File: src/rtl/decoder_scan_nbit.sv
// Registered N-to-2^N one-hot decoder: direct mode decodes `a`, scan mode
// steps through every output holding each for dwell+1 enabled cycles.
module decoder_scan_nbit #(
  parameter int N       = 3,
  parameter int DWELL_W = 8
) (
  input  logic               clk,
  input  logic               reset,
  input  logic [N-1:0]       a,
  input  logic               enable,
  input  logic               mode,
  input  logic [DWELL_W-1:0] dwell,
  output logic [2**N-1:0]    y,
  output logic [N-1:0]       idx,
  output logic               wrap
);

  localparam int OUT_W = 2**N;

  logic [OUT_W-1:0]   y_q, y_d;
  logic [N-1:0]       idx_q, idx_d;
  logic               wrap_q, wrap_d;
  logic [DWELL_W-1:0] cnt_q, cnt_d;

  // Next index is decided first so y always decodes the same index that idx
  // registers on this edge; the >= compare keeps cnt bounded by dwell.
  always_comb begin
    idx_d  = idx_q;
    cnt_d  = cnt_q;
    wrap_d = 1'b0;
    y_d    = '0;
    if (!mode) begin
      idx_d = a;
      cnt_d = '0;
    end else if (enable) begin
      if (cnt_q >= dwell) begin
        cnt_d  = '0;
        idx_d  = idx_q + 1'b1;
        wrap_d = (idx_q == {N{1'b1}});
      end else begin
        cnt_d = cnt_q + 1'b1;
      end
    end
    y_d[idx_d] = enable;
  end

  always_ff @(posedge clk or posedge reset) begin
    if (reset) begin
      y_q    <= '0;
      idx_q  <= '0;
      wrap_q <= 1'b0;
      cnt_q  <= '0;
    end else begin
      y_q    <= y_d;
      idx_q  <= idx_d;
      wrap_q <= wrap_d;
      cnt_q  <= cnt_d;
    end
  end

  assign y    = y_q;
  assign idx  = idx_q;
  assign wrap = wrap_q;

endmodule
File: config.mk
export PLATFORM = sky130hd
export DESIGN_NAME = decoder_scan_nbit
export DESIGN_NICKNAME = d
export VERILOG_FILES = /design/src/rtl/decoder_scan_nbit.sv
export SDC_FILE = /design/constraint.sdc
export NUM_CORES = 1
export LEC_CHECK = 0
export CAP_MARGIN = 20
export CORE_MARGIN = 2
export CORE_UTILIZATION = 30
export DETAILED_ROUTE_END_ITERATION = 8
export PLACE_DENSITY_LB_ADDON = 0.25
export SLEW_MARGIN = 0
export SYNTH_ARGS = -nofsm -noshare
export SYNTH_HDL_FRONTEND = slang
export SYNTH_SLANG_ARGS = --single-unit
File: constraint.sdc
create_clock -name clk -period 2.1 [get_ports clk]
set_input_delay 0.42 -clock clk [delete_from_list [all_inputs] [get_ports clk]]
set_output_delay 0.42 -clock clk [all_outputs]
set_load 0.02 [all_outputs]
After elaboration in Yosys (flattened, before gate mapping)
Index checks and enable logic that the tools add are counted.
{"block": "classes", "n_reduce_logical": 1, "order_cmp": 3, "bitwise_logic": 1, "addsub": 2, "n_eq_ne": 2, "muxes": 11}
{"op": "$mux 8", "count": 3}
{"op": "$mux 3", "count": 3}
{"op": "$add 8x1->8 const B", "count": 1}
{"op": "$and 8x8->8", "count": 1}
{"op": "$ge 8x8->1", "count": 1}
{"op": "$lt 3x4->1 const B", "count": 1}
{"op": "$mux 1", "count": 4}
{"op": "$add 3x1->3 const B", "count": 1}
{"op": "$demux 1 s3", "count": 1}
{"op": "$eq 3x3->1 const B", "count": 1}
{"op": "$ge 3x1->1 const B", "count": 1}
{"op": "$ne 2x2->1 const B", "count": 1}
{"op": "$logic_and 1x1->1", "count": 1}
{"block": "totals", "output_inout_bits": 12, "input_bits": 15, "regBits": 20, "elab_cells": 24}

Longest topological paths before layout
{"block": "logic_depth", "ltp_word": 9, "mapped_depth": 9}

Worst setup path before layout
Ideal clock, no wire load.
{"block": "synth_timing", "kind": "input to register", "startpoint": "in dwell[2]", "endpoint": "reg cnt_q[7]", "arrival_time_ps": 1779, "path_stages": 8, "path_buffers": 0, "path_slack_ps": 257, "setup_ps": 64, "cell_sequence": "inv_1 > ha_1 > a21oi_1 > a21oi_2 > o21a_4 > or3_1 > a21oi_1 > a31o_2"}
{"block": "synth_between", "elab_chain_cells": 4}
{"element": "from (decl)", "line": "12", "rtl": "input logic [DWELL_W-1:0] dwell,"}
{"element": "$ge 8x8->1", "line": "36", "rtl": "if (cnt_q >= dwell) begin"}
{"element": "$mux 8", "line": "36"}
{"element": "$mux 8", "line": "35", "rtl": "end else if (enable) begin"}
{"element": "$mux 8", "line": "32", "rtl": "if (!mode) begin"}
{"element": "to (signal assigned)", "line": "57", "rtl": "cnt_q <= cnt_d;"}
{"element": "to (decl)", "line": "23", "rtl": "logic [DWELL_W-1:0] cnt_q, cnt_d;"}
No other way between the ends. The select of a mux whose other input is x is not followed.
A chain may end at the register's enable or synchronous reset.

Final worst setup path
{"block": "layout_timing", "startpoint": "reg cnt_q[0]", "endpoint": "reg y_q[2] (netlist: y[2])"}
{"block": "layout_between", "elab_chain_cells": 9, "elab_cells_between_ends": 10, "classes_between": "order compare: 3; mux: 5; bitwise: 1; reduce/logical: 1"}
{"element": "$ge 8x8->1 (*)", "line": "36"}
{"element": "$mux 3 (*)", "line": "36"}
{"element": "$mux 3 (*)", "line": "35"}
{"element": "$mux 3 (*)", "line": "32"}
{"element": "$lt 3x4->1 (implied by the code) or $ge 3x1->1 (tied branches)", "line": "44", "rtl": "y_d[idx_d] = enable;"}
{"element": "$logic_and 1x1->1 (implied by the code)", "line": "44"}
{"element": "$mux 1 (implied by the code)", "line": "44"}
{"element": "$demux 1 s3 (*)", "line": "44"}
{"element": "$and 8x8->8 (no line) (*)"}
{"element": "named net y_d[2]", "line": "20", "rtl": "logic [OUT_W-1:0] y_q, y_d;"}
{"element": "to (signal assigned)", "line": "54", "rtl": "y_q <= y_d;"}
{"element": "to (decl)", "line": "20"}
The timed path passes the listed nets; every way through them passes the cells marked *.

==> reports/summary.txt <==
Status = completed
TritonRoute pass-1 iters = 4
Vias per std cell = 4.801
Worst-path fanout max = 5
Max IR drop VDD = 0.1988 mV
Chip width = 66.18 um
Syn Inst Count = 121
Clk sinks = 20
Tightest Pin Transition = 0.3202 ns
Starting density of the core = 31.45%
Antenna Cells = 0
Slew HR = 78.59%
Pwr Density = 550.8 mW/mm^2
Global route overflow = 0
ANT nets after route = 0
Max cap viols = 0
Worst-path clk slew = 0.07 ns
Row count = 22
Top routing layer in use = met4
Commonest non-fill, non-tap cell in the layout = dfrtp_1
Fin. Hold Viols = 0
Syn Std Cell Area = 0.001160 sq mm
Placer Congestion = 0.7807
Most frequent cells in the layout = 20 x dfrtp_1, 18 x clkdlybuf4s50_1, 10 x nor2_1
Clk Tree Root Cell = clkbuf_8
Yosys reg bits = 20
Synth area leaders = dfrtp_1 43%, ha_1 12%, inv_1 4.5%
Setup crit start kind = flip-flop
Avg Inst Size Synth = 9.586 sq um
Worst hold-check path type = in -> async
Vias = 989
First-pass GRT wire length = 4.333 mm
Setup ws final = 0.1083 ns
WL/cell = 12.77 um
Remaining DRCs = 0
Routed metal-1 wirelength = 1.158 mm
H-tree depth = 1
Post-synthesis net count = 147
FMAX = 0.5021 GHz
Crit path time final = 1.992 ns
Final count of negative-setup-slack endpoints = 0
Initial antenna violation count = 0
Netlist cell types = 34
Share of cells above drive strength 1 = 35.44%
Total Routing Usage GR = 12.96%
Number of global-route vias before repair = 979
Clk_lat worst skew = 0.25 ns
Area leader, netlist = dfrtp_1
CTS tree = built
Die area = 0.004380 sq mm
Max Buffers Root-to-Sink = 2
Largest net degree at the start of global routing = 21
Max-slew violation count = 0
Final nets = 185
Crit path arrival time = 2.17 ns
WS Path Type = reg -> reg
CP endpoint kind = flip-flop
Layout area overhead = 59.01%
Post-Place Worst Slack = -0.3707 ns
I/O Buffers = 26
Final WL = 2.630 mm
Die Ht = 66.18 um
Post-DP HPWL = 1.987 mm
Unrepaired setup endpoints after global routing = no
Final Cycle Share = 94.84%
First DRT Iteration DRCs = 15
Core footprint = 0.003689 sq mm
Leakage power = 0.8331 nW
Sequential element share of the synthesized area = 43.15%
CTS buffer count = 3
Met3 WL = 138 um
Num ports = 27
Req. time, crit path = 2.28 ns
DR WL met2 = 1.305 mm
Post-synth top area share = 43.15%
Final Hold Slack = 0.5082 ns
Clock Skew = 0.002076 ns
Synth Warn # = 0
Filler cells = 346
[stage by stage]
stage	TNS [ns]	total power, mW	instance area [sq um]	util, %	cells
final	0	1.016	1844	50.00	206
after CTS	0	1.010	1745	47.32	204
after detailed placement	-5.700	0.5986	1524	41.32	200
after floorplan	0	0.5180	1160	-	121
after global placement	-5.323	0.5945	1524	41.32	200
after global routing	0	1.067	1844	50.00	206
[layer usage]
metal  track usage (%)  up-vias
met5                 0        -
met4             4.592        0
met3             1.363        2
met2             21.88       24
met1             17.13      470
li1                  -      493
[repair_timing]
action | CTS | global route
setup buffers | 0 | 2
gates resized for setup | 26 | 22
hold buffers | 0 | 0
setup endpoints to repair | 16 | 14
pin swaps | 14 | 16
hold endpoints to repair | 0 | 0
[area by class of cell]
cell class / count / area, sq um / share of cell area, %
repair buffers: 35 / 340.3 / 18.45
well taps: 48 / 60.06 / 3.256
multi-input cells: 83 / 812.0 / 44.03
inverters: 16 / 60.06 / 3.256
flip-flops and latches: 20 / 500.5 / 27.14
clock inverters: 1 / 30.03 / 1.628
clock buffers: 3 / 41.29 / 2.239
[final timing paths]
check	slack, ns	from	to	cells past startpoint
max	0.11	cnt_q[0]	y[2]	9
max reg2reg	0.11	cnt_q[0]	y[2]	9
max in group asynchronous	1.39	reset	wrap	3
min reg2reg	0.56	cnt_q[0]	cnt_q[0]	1
min in group clk	0.56	cnt_q[0]	cnt_q[0]	1
min	0.51	reset	idx[0]	3
[logic make-up (layout without fill, tap and decap cells)]
group / count (synthesis) / count (layout) / synth area share, %
xor gates and xnor gates: 6 / 6 / 4.531
and+or+nand+nor: 41 / 41 / 16.40
buffers and inverters: 18 / 55 / 5.933
AOI/OAI and AO/OA: 24 / 24 / 17.26
DFF: 20 / 20 / 43.15
muxes: 1 / 1 / 0.8630
adders and majority gates: 11 / 11 / 11.87
[cells in the mapped netlist]
library cell and count:
o21ai_2 1, nand2_1 10, and3_1 2, o211ai_2 2, nand4_1 3, nand2b_1 1
dfrtp_1 20, nor2_1 11, ha_1 11, inv_1 14, a31oi_1 3, nor2b_1 1
nand3_1 3, xnor2_1 1, or2_2 1, o21ai_1 2, a32oi_1 1, inv_2 2
mux2i_1 1, o21a_1 1, a21oi_1 5, o21a_4 1, buf_2 1, a21oi_2 1
o21ai_0 1, a31o_4 2, o22ai_1 1, or3_1 1, o211ai_1 1, clkbuf_1 1
a221o_1 1, xor2_1 5, nor3_1 8, a31o_2 1
[report_power, final]
part	internal (mW)	switching, mW
logic	0.110	0.115
clock network	0.254	0.123
registers	0.401	0.0130
[sequential cells by signal (all words and copies together) (netlist names)]
signal and flops:
y 8, idx 3, wrap 1, cnt_q 8
[critical path: stages, from the launching register on]
cell and delay (ns):
dfrtp_1 0.43, inv_1 0.10, ha_4 0.25, a31oi_4 0.15
nor2b_4 0.07, o211ai_1 0.23, nand3_1 0.13, a31o_4 0.27
buf_4 0.13, nor3_2 0.15
No activity file was read; power rests on OpenSTA's default activity.
